**src/rtl/seq_div_pkg.sv**
```systemverilog
// -----------------------------------------------------------------------------
// seq_div_pkg
// Shared definitions for the sequential divide unit:
//   - state_e   : divider FSM states (IDLE / CALC / DONE)
//   - STATE_W   : state encoding width
//   - NEG_W     : working width of the shared negate helper (WIDTH <= NEG_W)
//   - cond_negate() : two's-complement conditional negate, also used to take
//                     magnitudes; shared with the ALU.
// -----------------------------------------------------------------------------
package seq_div_pkg;

  localparam int STATE_W = 2;

  typedef enum logic [STATE_W-1:0] {
    S_IDLE = 2'd0,
    S_CALC = 2'd1,
    S_DONE = 2'd2
  } state_e;

  localparam int NEG_W = 64;

  // Returns -x when neg is set, x otherwise. Callers zero-extend narrower
  // operands and truncate the result: the low bits of -x depend only on the
  // low bits of x, so this is exact for any width up to NEG_W.
  function automatic logic [NEG_W-1:0] cond_negate(input logic [NEG_W-1:0] x,
                                                   input logic             neg);
    return neg ? (~x + NEG_W'(1)) : x;
  endfunction

endpackage

```
**src/rtl/seq_div_step.sv**
```systemverilog
// -----------------------------------------------------------------------------
// seq_div_step
// One combinational restoring-division step.
// Ports:
//   i_rem  : current partial remainder (non-negative)
//   i_div  : divisor aligned to the quotient bit being resolved
//   o_rem  : partial remainder after the step
//   o_qbit : resolved quotient bit (1 when the subtraction did not underflow)
// -----------------------------------------------------------------------------
module seq_div_step
  import seq_div_pkg::*;
#(
  parameter int REM_W = 33
) (
  input  logic [REM_W-1:0] i_rem,
  input  logic [REM_W-1:0] i_div,
  output logic [REM_W-1:0] o_rem,
  output logic             o_qbit
);

  // One guard bit on top acts as the sign of the trial subtraction.
  logic [REM_W:0] w_trial;

  assign w_trial = {1'b0, i_rem} - {1'b0, i_div};
  assign o_qbit  = ~w_trial[REM_W];
  assign o_rem   = o_qbit ? w_trial[REM_W-1:0] : i_rem;

endmodule

```
**src/rtl/seq_divider.sv**
```systemverilog
// -----------------------------------------------------------------------------
// seq_divider
// Multi-cycle restoring divider, one quotient bit per clock.
// q = a / b, r = a % b; b == 0 returns q = all ones, r = a, div_by_zero = 1
// one edge after accept. Otherwise the result appears WIDTH edges after accept.
// Optional feature macro: SEQ_DIV_SIGNED_EN adds the sgn port and truncating
// two's-complement division (C semantics); WIDTH must then be <= 64.
// Ports:
//   clk, rst             : clock, synchronous active-high reset
//   in_valid / in_ready  : operand handshake (ready only in IDLE, not in reset)
//   a, b                 : dividend, divisor (latched at accept)
//   sgn                  : signed operation (SEQ_DIV_SIGNED_EN only)
//   out_valid / out_ready: result handshake, result held under backpressure
//   q, r                 : quotient, remainder
//   div_by_zero          : result came from the b == 0 path
// -----------------------------------------------------------------------------
module seq_divider
  import seq_div_pkg::*;
#(
  parameter int WIDTH = 16
) (
  input  logic             clk,
  input  logic             rst,
  input  logic             in_valid,
  output logic             in_ready,
  input  logic [WIDTH-1:0] a,
  input  logic [WIDTH-1:0] b,
`ifdef SEQ_DIV_SIGNED_EN
  input  logic             sgn,
`endif
  output logic             out_valid,
  input  logic             out_ready,
  output logic [WIDTH-1:0] q,
  output logic [WIDTH-1:0] r,
  output logic             div_by_zero
);

  localparam int CNT_W = $clog2(WIDTH + 1);
  localparam int REM_W = 2 * WIDTH + 1;

  state_e           r_state;
  logic [CNT_W-1:0] r_cnt;
  logic [REM_W-1:0] r_rem;
  logic [REM_W-1:0] r_div;
  logic [WIDTH-1:0] r_quo;
  logic [WIDTH-1:0] r_a;
  logic [WIDTH-1:0] r_q;
  logic [WIDTH-1:0] r_r;
  logic             r_dbz;

  logic [WIDTH-1:0] w_mag_a;
  logic [WIDTH-1:0] w_mag_b;
  logic [WIDTH-1:0] w_q_mag;
  logic [WIDTH-1:0] w_q_fix;
  logic [WIDTH-1:0] w_r_fix;
  logic [REM_W-1:0] w_rem_next;
  logic             w_qbit;
  logic             w_b_zero;

  assign in_ready    = (r_state == S_IDLE) && !rst;
  assign out_valid   = (r_state == S_DONE);
  assign q           = r_q;
  assign r           = r_r;
  assign div_by_zero = r_dbz;
  assign w_b_zero    = (b == '0);

  seq_div_step #(
    .REM_W (REM_W)
  ) u_step (
    .i_rem  (r_rem),
    .i_div  (r_div),
    .o_rem  (w_rem_next),
    .o_qbit (w_qbit)
  );

  assign w_q_mag = {r_quo[WIDTH-2:0], w_qbit};

`ifdef SEQ_DIV_SIGNED_EN
  logic r_neg_q;
  logic r_neg_r;
  logic w_sa;
  logic w_sb;

  assign w_sa    = sgn & a[WIDTH-1];
  assign w_sb    = sgn & b[WIDTH-1];
  assign w_mag_a = WIDTH'(cond_negate(NEG_W'(a), w_sa));
  assign w_mag_b = WIDTH'(cond_negate(NEG_W'(b), w_sb));
  // MIN / -1 needs no special case: magnitude 2^(WIDTH-1) negates back to MIN.
  assign w_q_fix = WIDTH'(cond_negate(NEG_W'(w_q_mag), r_neg_q));
  assign w_r_fix = WIDTH'(cond_negate(NEG_W'(w_rem_next[WIDTH-1:0]), r_neg_r));
`else
  assign w_mag_a = a;
  assign w_mag_b = b;
  assign w_q_fix = w_q_mag;
  assign w_r_fix = w_rem_next[WIDTH-1:0];
`endif

  always_ff @(posedge clk) begin
    if (rst) begin
      r_state <= S_IDLE;
      r_cnt   <= '0;
      r_rem   <= '0;
      r_div   <= '0;
      r_quo   <= '0;
      r_a     <= '0;
      r_q     <= '0;
      r_r     <= '0;
      r_dbz   <= 1'b0;
`ifdef SEQ_DIV_SIGNED_EN
      r_neg_q <= 1'b0;
      r_neg_r <= 1'b0;
`endif
    end else begin
      case (r_state)
        S_IDLE: begin
          // rst is low here, so in_ready is high and in_valid alone accepts.
          if (in_valid) begin
            r_a     <= a;
            r_dbz   <= w_b_zero;
            r_quo   <= '0;
            r_rem   <= REM_W'(w_mag_a);
            r_div   <= REM_W'(w_mag_b) << (WIDTH - 1);
            // Divide-by-zero takes a single pass through CALC.
            r_cnt   <= w_b_zero ? CNT_W'(1) : CNT_W'(WIDTH);
            r_state <= S_CALC;
`ifdef SEQ_DIV_SIGNED_EN
            r_neg_q <= w_sa ^ w_sb;
            r_neg_r <= w_sa;
`endif
          end
        end
        S_CALC: begin
          r_rem <= w_rem_next;
          r_div <= r_div >> 1;
          r_quo <= w_q_mag;
          r_cnt <= r_cnt - CNT_W'(1);
          if (r_cnt == CNT_W'(1)) begin
            r_state <= S_DONE;
            if (r_dbz) begin
              r_q <= '1;
              r_r <= r_a;
            end else begin
              r_q <= w_q_fix;
              r_r <= w_r_fix;
            end
          end
        end
        S_DONE: begin
          if (out_ready) r_state <= S_IDLE;
        end
        default: r_state <= S_IDLE;
      endcase
    end
  end

endmodule
```
**config.mk**
```make
export PLATFORM = sky130hd
export DESIGN_NAME = seq_divider
export DESIGN_NICKNAME = d
export VERILOG_FILES = /design/src/rtl/seq_div_pkg.sv /design/src/rtl/seq_div_step.sv /design/src/rtl/seq_divider.sv
export SDC_FILE = /design/constraint.sdc
export NUM_CORES = 1
export LEC_CHECK = 0
export BUFFER_PORTS_ARGS = -buffer_cell sky130_fd_sc_hd__buf_2
export CORE_UTILIZATION = 50
export CTS_CLUSTER_SIZE = 40
export DETAILED_ROUTE_END_ITERATION = 10
export GPL_TIMING_DRIVEN = 0
export PLACE_DENSITY = 0.8
export REMOVE_ABC_BUFFERS = 1
export SYNTH_ARGS = -nofsm -noshare
export SYNTH_HDL_FRONTEND = slang
export SYNTH_HIERARCHICAL = 1
export SYNTH_SLANG_ARGS = --single-unit
```
**constraint.sdc**
```tcl
create_clock -name clk -period 2.9 [get_ports clk]
set_input_delay 0.29 -clock clk [delete_from_list [all_inputs] [get_ports clk]]
set_output_delay 0.29 -clock clk [all_outputs]
set_load 0.005 [all_outputs]
```
==> summary.txt, run 1 <==
Final layout
  – N_diodes: 0
  – Area of the multi-input gates: 0.00515 mm²
  – Post-route cell area: 0.00984 mm²
  – Syn-to-layout area delta: 24.3%
  – Fillers: 1,218
  – Register Area: 0.00273 mm²
  – Post-Layout Cell Count: 1,317
  – Share of cells above drive strength 1: 0.259
  – Layout Nets: 1,165

Detailed routing
  – Via/cell ratio: 5.85
  – Drt pass-1 iters: 7
  – Post-route ant nets: 0
  – # DRC: 0
  – Initial DRC Count: 816
  – Via count: 7,704
  – WL/cell: 16.5 µm
  – DRT Wirelength: 21.7 mm

Hold path
  – HP Class: primary input to flip-flop

Clocking
  – Clock Latency Late Sink: 0.43 ns
  – CTS tree: yes
  – Sink Count: 135
  – Clock buffer depth: 2
  – TritonCTS buffer count: 17
  – CTS Root Cell: clkbuf_16
  – Post-cts hold buffer count: 0
  – H-tree levels: 4
  – Reg clk slew, reported paths: 0.06 ns

Floorplanning
  – Core area: 0.0153 mm²
  – Die X: 128 µm
  – Initial core utilization: 0.517
  – Ports: 71
  – FP Rows: 45
  – DIE AREA: 0.0163 mm²
  – Chip height: 128 µm

Timing
  – RSZ-0062 raised after global routing: true
  – Slew @ Worst Pin: 1.20 ns
  – Hold Vio Cnt, Final: 0
  – Final TNS setup: -5.58 ns
  – Fin crit period: 3.13 ns
  – Slew margin rel.: 0.195
  – Clock Skew: 0.00981 ns
  – Achievable Freq: 0.320 GHz
  – Hold WS: 0.110 ns
  – Fin. max-slew vios: 0
  – Finish-stage setup viols: 45
  – Fin crit share: 1.08
  – Min setup slack post-route: -0.227 ns

Placement
  – Post-Place Cells: 1,233
  – Hpwl dp: 12.0 mm
  – DP Area: 0.00824 mm²
  – Routability Congestion: 0.855
  – I/O Buffers: 70

Worst setup path
  – CP Capture Type: flip-flop
  – CP peak stage delay: 0.49 ns
  – Crit-path max FO: 8
  – CP startpoint kind: flip-flop
  – Worst EP arrival: 3.41 ns
  – Crit-path cells: inv_2 -> ha_4 -> and3_4 -> and2_4 -> nand2_4 -> or4_4 -> a21oi_4 -> or2_4 -> a31oi_4 -> buf_12 -> inv_12 -> mux2_4 -> nor2b_1 -> a21oi_1 -> nor2_1 -> nor3_1
  – Setup CP Type: flip-flop to flip-flop
  – WP data required: 3.18 ns
  – CP max stage cell: or4_4

Power and ir drop
  – NetSw: 1790 µW
  – Max VDD drop: 476 µV
  – Comb pwr share: 0.254
  – Pint: 3980 µW
  – Flop pwr share: 0.352
  – Switch share: 0.310
  – Pwr dens: 587 mW/mm²
  – Leak Pwr: 0.00395 µW
  – Clock share of power: 0.393

Global routing
  – Largest net degree at the start of global routing: 87
  – Gr usage total: 0.263
  – Number of global-route vias before repair: 7,221
  – Total gr overflow: 0
  – First-pass GRT wire length: 34.7 mm
  – Initial antenna violation count: 0

Status
  – Failing checks: negative setup slack
  – Status: complete, but fails checks

Synthesis
  – Library cells used by synthesis: 65
  – Synth Register Bits: 135
  – Yosys warns: 6
  – Avg Cell Area, Syn: 7.73 µm²
  – Post-synth ARST share: 0
  – Number of synthesized flops with an enable pin: 0
  – Mapped Cells: 1,024
  – Leading register cell type out of synthesis: dfxtp_1
  – Mapped Area: 0.00792 mm²
  – Sequential fraction of the synthesis area: 0.341

Job
  – Max capacitance violation total: 0
worst max-delay path, delay by kind of cell (launching register included):
kind | cells | cell delay [ns]
and+or+nand+nor | 8 | 1.36
DFF | 1 | 0.35
buffers and inverters | 3 | 0.32
AOI/OAI and AO/OA | 3 | 0.36
muxes | 1 | 0.31
adders and majority gates | 1 | 0.27
cells in the mapped netlist (all sizes together), types with 2 or more instances:
library cell / instances / share of area
nand2: 142 / 0.067
dfxtp: 135 / 0.34
nor2: 119 / 0.056
a21oi: 114 / 0.073
nand3: 56 / 0.035
nor3: 54 / 0.035
inv: 48 / 0.023
buf: 42 / 0.034
ha: 35 / 0.055
clkbuf: 34 / 0.016
mux2: 29 / 0.046
nor2b: 22 / 0.018
a21o: 19 / 0.018
a211oi: 18 / 0.017
mux2i: 17 / 0.021
a311oi: 16 / 0.018
xnor2: 13 / 0.014
o21ai: 11 / 0.0070
xor2: 10 / 0.011
a31oi: 8 / 0.0082
nor4: 7 / 0.0055
nand2b: 6 / 0.0047
o21a: 6 / 0.0057
o31ai: 6 / 0.0057
and2: 5 / 0.0043
o21bai: 5 / 0.0047
and3: 4 / 0.0032
nand4: 4 / 0.0032
a311o: 3 / 0.0038
o2111ai: 3 / 0.0033
o211ai: 3 / 0.0028
o41ai: 3 / 0.0033
a2111oi: 2 / 0.0022
a31o: 2 / 0.0022
and4: 2 / 0.0022
o311ai: 2 / 0.0022
o31a: 2 / 0.0022
or2: 2 / 0.0016
kinds of logic after synthesis:
group | synth area share
AND/OR/NAND/NOR | 0.244
AO/OA/AOI/OAI | 0.191
buffers and inverters | 0.0724
flip-flops | 0.341
multiplexers | 0.0675
other | 0.000474
adder cells (fa/ha/maj) | 0.0578
XOR/XNOR | 0.0254
worst paths after layout:
kind                            slack [ns]      start   endpoint  depth (start not counted)
worst max-delay path                 -0.23  r_div[17]  r_rem[10]                         16
worst min-delay path                  0.11      a[11]    r_a[11]                          3
worst max register to register       -0.23  r_div[17]  r_rem[10]                         16
worst min register to register        0.45    r_a[10]    r_a[10]                          2
through the flow:
stage               setup slack [ns]   util  power, µW
detailed placement             -1.11  0.538       3170
finish                        -0.227  0.643       5770
CTS                           -0.169  0.622       5600
floorplan                     -0.491      -       2870
global route                  -0.363  0.643       6010
global placement               -1.89  0.532       3130
power by group through the flow:
stage               Combinational (µW)  Sequential [µW]  Clock (µW)
floorplan                          822             2040           0
global placement                  1070             2060           0
detailed placement                1110             2060           0
CTS                               1300             2030        2270
global route                      1590             2040        2380
finish                            1470             2030        2270
what timing repair did:
action	4_1_cts	5_1_grt
resized for setup	100	41
setup buffers	30	21
endpoints found under the hold margin	0	0
gates cloned	2	0
setup endpoints to repair	68	53
pin swaps	41	41
layer usage:
layer,global-route usage,wire (µm),up-vias
met2,0.443,10700,303
li1,-,-,3706
met5,0,0,-
met3,0.0530,1340,53
met4,0.0997,459,0
met1,0.330,9230,3642
final cells by class:
| type | count | share of cell area |
|---|---|---|
| Timing Repair inverter | 2 | 0.00280 |
| Clock buffer | 19 | 0.0450 |
| Sequential cell | 135 | 0.278 |
| Multi-Input combinational cell | 766 | 0.524 |
| Tap cell | 211 | 0.0268 |
| Inverter | 48 | 0.0196 |
| Timing Repair Buffer | 123 | 0.0870 |
| Clock inverter | 13 | 0.0173 |
flip-flops by register name, indices dropped and copies added (netlist names):
signal       cells
r_div           31
r_rem           33
r               16
div_by_zero      1
r_quo           15
r_state          2
r_a             16
q               16
r_cnt            5
placed cells by master (no fill, tap or decap), types with 17 or more instances in the layout:
| cell type | Yosys | final |
|---|---|---|
| nor3_1 | 53 | 52 |
| buf_4 | 6 | 45 |
| a21oi_1 | 112 | 104 |
| a21o_1 | 19 | 19 |
| buf_2 | 31 | 69 |
| dfxtp_1 | 135 | 115 |
| dfxtp_2 | 0 | 18 |
| nor2b_1 | 21 | 17 |
| mux2_4 | 10 | 22 |
| inv_1 | 47 | 39 |
| nand2_1 | 142 | 135 |
| clkbuf_16 | 0 | 17 |
| nor2_1 | 119 | 119 |
| nand3_1 | 56 | 56 |
Note: power is estimated with default switching activity, not from simulation.
==> run 2, diff against run 1 <==
- ABC_AREA: default -> 1
- PLACE_DENSITY: 0.8 -> 0.79
==> run 2 against run 1 <==
Net effect: the run now ends clean; highest routed layer unchanged; clock-buffer cell count decreased by 2; via count increased by 8.6%; area after synthesis increased by 7.3%; register-to-register slack improved by 0.44 ns; non-clock buffer count decreased by 49; cell count increased by 24%; global-route usage decreased by 1.3 points; sequential power about the same; largest cell class unchanged; die area increased by 7.2%.
==> summary.txt, run 2 <==
Global routing
  – Total gr overflow: 0 (unchanged)
  – First-pass GRT wire length: 36.1 mm (+3.9%)
  – Initial antenna violation count: 0 (unchanged)
  – Gr usage total: 0.250 (-0.0127)
  – Largest net degree at the start of global routing: 85 (-2.3%)
  – Number of global-route vias before repair: 7,822 (+8.3%)

Power and ir drop
  – Max VDD drop: 438 µV (-8.1%)
  – Pint: 3690 µW (-7.5%)
  – Pwr dens: 579 mW/mm² (-1.3%)
  – Clock share of power: 0.406 (+0.013)
  – NetSw: 1800 µW (+0.42%)
  – Switch share: 0.328 (+0.0177)
  – Comb pwr share: 0.231 (-0.023)
  – Tot Pwr: 5480 µW (-5.0%)
  – Leak Pwr: 0.00454 µW (+15%)
  – Flop pwr share: 0.364 (+0.012)

Final layout
  – Largest registers: r_rem: 33 flops, r_div: 31 flops
  – Top reg by flops: r_rem
  – Syn-to-layout area delta: 11.5%
  – N_diodes: 0 (unchanged)
  – Post-route cell area: 0.00947 mm² (-3.8%)
  – Most used cells in the layout excluding fill and tap cells: nand2_1 (548), inv_1 (155), dfxtp_1 (135)
  – Layout Nets: 1,473 (+26%)
  – Max reg flops: 33 (unchanged)
  – Most common cell after layout, fill and taps aside: nand2_1
  – Post-Layout Cell Count: 1,634 (+24%)
  – Share of cells above drive strength 1: 0.110 (-0.149)

Floorplanning
  – Ports: 71 (unchanged)
  – FP Rows: 47 (+4.4%)
  – Initial core utilization: 0.512 (-0.00469)
  – Die X: 132 µm (+3.5%)
  – Chip height: 132 µm (+3.5%)
  – DIE AREA: 0.0175 mm² (+7.2%)
  – Core area: 0.0166 mm² (+8.3%)

Timing
  – Clock Skew: 0.0147 ns (+0.00492 ns)
  – Slew margin rel.: 0.161 (-0.0347)
  – Hold Vio Cnt, Final: 0 (unchanged)
  – Fin crit period: 2.69 ns (-0.437 ns)
  – Fin crit share: 0.928 (-0.151)
  – Achievable Freq: 0.372 GHz (+16%)
  – RSZ-0062 raised after global routing: false
  – Fin. max-slew vios: 0 (unchanged)
  – Slew @ Worst Pin: 1.26 ns (+0.0548 ns)
  – Finish-stage setup viols: 0 (-100%)

Synthesis
  – Synth top cells by count: nand2_1 (548), inv_1 (155), dfxtp_1 (135)
  – Yosys top cell by area: dfxtp_1
  – Leading register cell type out of synthesis: dfxtp_1
  – Area contributors post-synth: dfxtp_1 (32%), nand2_1 (24%), inv_1 (6.8%)
  – Synth Register Bits: 135 (unchanged)
  – Mapped Area: 0.00849 mm² (+7.3%)
  – Post-synth ARST share: 0 (unchanged)
  – Most common cell in the netlist: nand2_1
  – Top-area cell type share of the netlist area: 0.318 (-0.0232)
  – Library cells used by synthesis: 38 (-42%)
  – Number of synthesized flops with an enable pin: 0 (unchanged)
  – Yosys warns: 6 (unchanged)
  – Mapped Cells: 1,365 (+33%)
  – Avg Cell Area, Syn: 6.22 µm² (-20%)
  – Sequential fraction of the synthesis area: 0.318 (-0.0232)

Clocking
  – Sink Count: 135 (unchanged)
  – Clock buffer depth: 2 (unchanged)
  – CTS Root Cell: clkbuf_16
  – Post-cts hold buffer count: 0 (unchanged)
  – CTS tree: yes
  – TritonCTS buffer count: 17 (unchanged)
  – Clock Latency Late Sink: 0.44 ns (about the same)
  – H-tree levels: 4 (unchanged)
  – Reg clk slew, reported paths: 0.06 ns (about the same)

Detailed routing
  – DRT Wirelength: 21.5 mm (-0.65%)
  – Post-route ant nets: 0 (unchanged)
  – Initial DRC Count: 648 (-21%)
  – Drt pass-1 iters: 7 (unchanged)
  – # DRC: 0 (unchanged)
  – WL/cell: 13.2 µm (-20%)
  – Via/cell ratio: 5.12 (-12%)
  – Via count: 8,369 (+8.6%)

Worst setup path
  – Crit-path max FO: 36 (+28)
  – Bufs and invs on worst path: 1 (-2)
  – Crit path max-delay family: simple AND/OR/NAND/NOR gates
  – Crit-path cells: inv_1 -> ha_1 -> nand2_1 -> nor2_2 -> nand2_1 -> nor2_2 -> nand2_8 -> nand2_8 -> nand3_1 -> nand2_1 -> nand2_1 -> nand2_1 -> nor2_1 -> nor2_1
  – Worst EP arrival: 3.06 ns (-0.35 ns)
  – WP data required: 3.27 ns (+0.09 ns)
  – Setup CP Type: flip-flop to flip-flop
  – CP max stage cell: ha_1
  – CP Capture Type: flip-flop
  – CP startpoint kind: flip-flop
  – Most used cell, CP: nand2_1
  – CP peak stage delay: 0.39 ns (-0.10 ns)

Placement
  – Post-Place Cells: 1,598 (+30%)
  – DP Area: 0.00880 mm² (+6.8%)
  – Hpwl dp: 14.7 mm (+23%)
  – Routability Congestion: 0.945 (+11%)
  – I/O Buffers: 70 (unchanged)

Status
  – Status: finished, final reports clean

Hold path
  – HP Class: primary input to flip-flop

Job
  – Max capacitance violation total: 0 (unchanged)
run 2: changes by cell type in the layout (fill, tap and decap cells not counted), moves of 21 or more:
cell / previous run / this run
inv_1: 39 / 155
mux2_4: 22 / 0
o21ai_0: 7 / 46
buf_4: 45 / 3
ha_1: 14 / 35
nand2_1: 135 / 548
nor3_1: 52 / 3
a31oi_1: 7 / 31
nor2_1: 119 / 84
run 2: power by group through the flow:
stage                     sequential (µW)  combinational, µW  clock [µW]
after floorplan                      2020                908           0
after global placement               2030               1210           0
after detailed placement             2030               1230           0
after CTS                            1990               1240        2250
after global routing                 2000               1440        2330
final                                2000               1270        2220
run 2: worst min-delay path, stage by stage:
cell and delay, ns:
buf_2 0.07, inv_1 0.03, nand2_1 0.05, a21oi_1 0.05
run 2: worst paths after layout:
check | start | end | slack [ns] | cells after the start
max | r_div[23] | r[2] | 0.21 | 14
min | out_ready | r_state[1] | 0.11 | 4
max reg2reg | r_div[23] | r[2] | 0.21 | 14
min reg2reg | q[12] | q[12] | 0.46 | 2
run 2: cell families after synthesis:
group           share of synthesized area
simple gates                        0.379
buf+inv                             0.114
compound gates                      0.120
flops                               0.318
fa+ha+maj                          0.0539
xor+xnor                           0.0144
other cells                      0.000441
run 2: timing repair:
| action | in CTS | in global routing |
|---|---|---|
| gates cloned | 1 | 0 |
| pin swaps | 1 | 1 |
| setup endpoints to repair | 3 | 35 |
| endpoints found under the hold margin | 0 | 0 |
| gates resized for setup | 0 | 3 |
| buffers inserted | 0 | 2 |
run 2: layout make-up:
class	instances	area, µm²
multi-input cells	1008	4840
clock buffers	17	425
well taps	220	275
fillers	1645	7110
inverters	165	623
repair buffers	74	423
flip-flops and latches	135	2700
clock inverters	15	176
run 2: per-layer routing:
metal / wire length (µm) / track usage / share of wire / vias to the layer above
met5: 0 / 0 / 0 / -
met4: 404 / 0.0926 / 0.019 / 0
met3: 1130 / 0.0477 / 0.052 / 31
met2: 10200 / 0.427 / 0.47 / 206
met1: 9780 / 0.312 / 0.45 / 3784
li1: - / - / - / 4348
run 2: through the flow:
step / util / worst slack [ns] / TNS (ns) / hold WS, ns
floorplan: - / 0.610 / 0 / 0.359
global placement: 0.529 / -0.349 / -10.05 / 0.449
detailed placement: 0.531 / -0.0281 / -0.0281 / 0.454
CTS: 0.568 / 0.0333 / 0 / 0.102
global route: 0.571 / 0.0175 / 0 / 0.145
finish: 0.571 / 0.210 / 0 / 0.110
==> run 3, diff against run 2 <==
- PLACE_DENSITY: 0.79 -> 0.8
==> run 3 against run 2 <==
Net effect: via count rose by 0.93%; first-iteration DRC count fell by 18%; core utilization fell by 0.098 points; final area fell by 0.17%.
==> summary.txt, run 3 (same netlist as run 2, synthesis figures left out) <==
Status
  – Status: finished, final reports clean

Floorplanning
  – Initial core utilization: 0.512 (unchanged)
  – FP Rows: 47 (unchanged)
  – Chip height: 132 µm (unchanged)
  – Core area: 0.0166 mm² (unchanged)
  – DIE AREA: 0.0175 mm² (unchanged)
  – Die X: 132 µm (unchanged)
  – Ports: 71 (unchanged)

Detailed routing
  – Via/cell ratio: 5.17 (+0.87%)
  – DRT Wirelength: 21.7 mm (+0.73%)
  – Via count: 8,447 (+0.93%)
  – Post-route ant nets: 0 (unchanged)
  – # DRC: 0 (unchanged)
  – Initial DRC Count: 534 (-18%)
  – WL/cell: 13.3 µm (+0.67%)
  – Drt pass-1 iters: 7 (unchanged)

Worst setup path
  – CP Capture Type: flip-flop
  – CP startpoint kind: flip-flop
  – Worst EP arrival: 3.01 ns (-0.05 ns)
  – Setup CP Type: flip-flop to flip-flop
  – WP data required: 3.26 ns (about the same)
  – Crit. Startpoint: r_div[23]
  – R2R depth: 12 (-2)
  – Crit-path max FO: 34 (-5.6%)
  – RR Startpoint: r_div[23]

Clocking
  – TritonCTS buffer count: 17 (unchanged)
  – Clock buffer depth: 2 (unchanged)
  – Clock Latency Late Sink: 0.43 ns (about the same)
  – H-tree levels: 4 (unchanged)
  – Reg clk slew, reported paths: 0.06 ns (about the same)
  – Sink Count: 135 (unchanged)
  – CTS tree: yes
  – CTS Root Cell: clkbuf_16

Final layout
  – Max reg flops: 33 (unchanged)
  – Largest registers: r_rem: 33 flops, r_div: 31 flops
  – Share of cells above drive strength 1: 0.110 (about the same)
  – Fin util: 0.570 (-0.000980)
  – Syn-to-layout area delta: 11.3%
  – Most common cell after layout, fill and taps aside: nand2_1
  – N_diodes: 0 (unchanged)
  – Top reg by flops: r_rem
  – Post-Layout Cell Count: 1,635 (+0.061%)
  – Layout Nets: 1,474 (+0.068%)
  – Most used cells in the layout excluding fill and tap cells: nand2_1 (548), inv_1 (155), dfxtp_1 (135)

Timing
  – Fin. max-slew vios: 0 (unchanged)
  – Fin crit share: 0.913 (-0.0150)
  – Fin crit period: 2.65 ns (-0.0434 ns)
  – Finish-stage setup viols: 0 (unchanged)
  – RSZ-0062 raised after global routing: false
  – Slew @ Worst Pin: 1.24 ns (-0.0223 ns)
  – Slew margin rel.: 0.175 (+0.0149)
  – Achievable Freq: 0.378 GHz (+1.6%)
  – Hold Vio Cnt, Final: 0 (unchanged)
  – Clock Skew: 0.0161 ns (+0.00136 ns)
  – Hold WS: 0.116 ns (+0.00551 ns)

Global routing
  – Total gr overflow: 0 (unchanged)
  – Initial antenna violation count: 0 (unchanged)
  – Gr usage total: 0.253 (+0.00318)
  – Largest net degree at the start of global routing: 88 (+3.5%)
  – Number of global-route vias before repair: 7,726 (-1.2%)
  – First-pass GRT wire length: 36.3 mm (+0.73%)

Power and ir drop
  – Flop pwr share: 0.372 (+0.008)
  – Switch share: 0.334 (+0.00668)
  – Comb pwr share: 0.235 (+0.004)
  – Pwr dens: 567 mW/mm² (-2.1%)
  – Max VDD drop: 441 µV (+0.75%)
  – Leak Pwr: 0.00453 µW (-0.25%)
  – NetSw: 1790 µW (-0.24%)
  – Pint: 3570 µW (-3.2%)
  – Clock share of power: 0.392 (-0.014)

Placement
  – Hpwl dp: 14.6 mm (-0.80%)
  – Post-Place Cells: 1,598 (unchanged)
  – I/O Buffers: 70 (unchanged)
  – Routability Congestion: 0.913 (-3.4%)

Hold path
  – HP Start: out_ready
  – HP Class: primary input to flip-flop
  – Hold Path Stages: 4 (unchanged)

Job
  – Max capacitance violation total: 0 (unchanged)
==> run 3: cell types whose count changed in the layout (fill, tap and decap cells not counted) <==
| cell | before | now |
|---|---|---|
| clkinv_2 | 5 | 2 |
| bufinv_16 | 3 | 1 |
| clkbuf_8 | 0 | 2 |
| clkbuf_1 | 0 | 1 |
| clkinvlp_4 | 3 | 4 |
| inv_6 | 3 | 4 |
| nand2_4 | 1 | 2 |
==> run 3: cell type report <==
class,instances,area (µm²)
multi-input cells,1009,4850
clock buffers,20,457
inverters,165,623
fillers,1630,7130
well taps,220,275
repair buffers,74,423
clock inverters,12,118
flip-flops and latches,135,2700
==> run 3: critical path: stages (launching register included) <==
cell	delay (ns)
dfxtp_1	0.35
inv_1	0.06
ha_1	0.38
nand2_1	0.14
nor2_2	0.20
nand2_1	0.12
nor2_2	0.24
nand2_8	0.21
nand2_4	0.37
nand3_1	0.16
nand2_1	0.09
nand2_1	0.05
a21oi_1	0.14
==> run 3: power by group through the flow <==
stage	sequential [µW]	combinational, µW	clock [µW]
4_1_cts	1990	1240	2120
3_5_place_dp	2030	1230	0
5_1_grt	2000	1430	2200
3_3_place_gp	2030	1210	0
6_report	2000	1260	2100
2_1_floorplan	2020	908	0
==> run 3: layer usage <==
metal  vias up  routed length (µm)  share of wire  GRT usage
li1       4344                   -              -          -
met1      3842                9810           0.45      0.330
met2       243               10300           0.48      0.423
met3        18                1290          0.059     0.0481
met4         0                 263          0.012     0.0792
met5         -                   0              0          0
==> run 3: what timing repair did <==
action / 4_1_cts / 5_1_grt
gates resized for setup: 0 / 3
pin swaps: 1 / 2
setup endpoints to repair: 8 / 19
gates cloned: 1 / 1
buffers inserted: 0 / 2
hold buffers: 0 / 0
==> run 3: path summary, 6_finish.rpt <==
path	slack, ns	end
min	0.12	r_state[1]
max	0.25	r_rem[17]
min reg2reg	0.46	q[3]
max reg2reg	0.25	r_rem[17]
==> run 3: stage by stage <==
| stage | setup WS (ns) | instance area (µm²) | TNS, ns | power (µW) |
|---|---|---|---|---|
| 2_1_floorplan | 0.610 | 8150 | 0 | 2930 |
| 3_3_place_gp | -0.362 | 8770 | -10.72 | 3240 |
| 3_5_place_dp | -0.0547 | 8800 | -0.0946 | 3260 |
| 4_1_cts | 0.0118 | 9390 | 0 | 5350 |
| 5_1_grt | 0.0592 | 9450 | 0 | 5640 |
| 6_report | 0.254 | 9450 | 0 | 5360 |
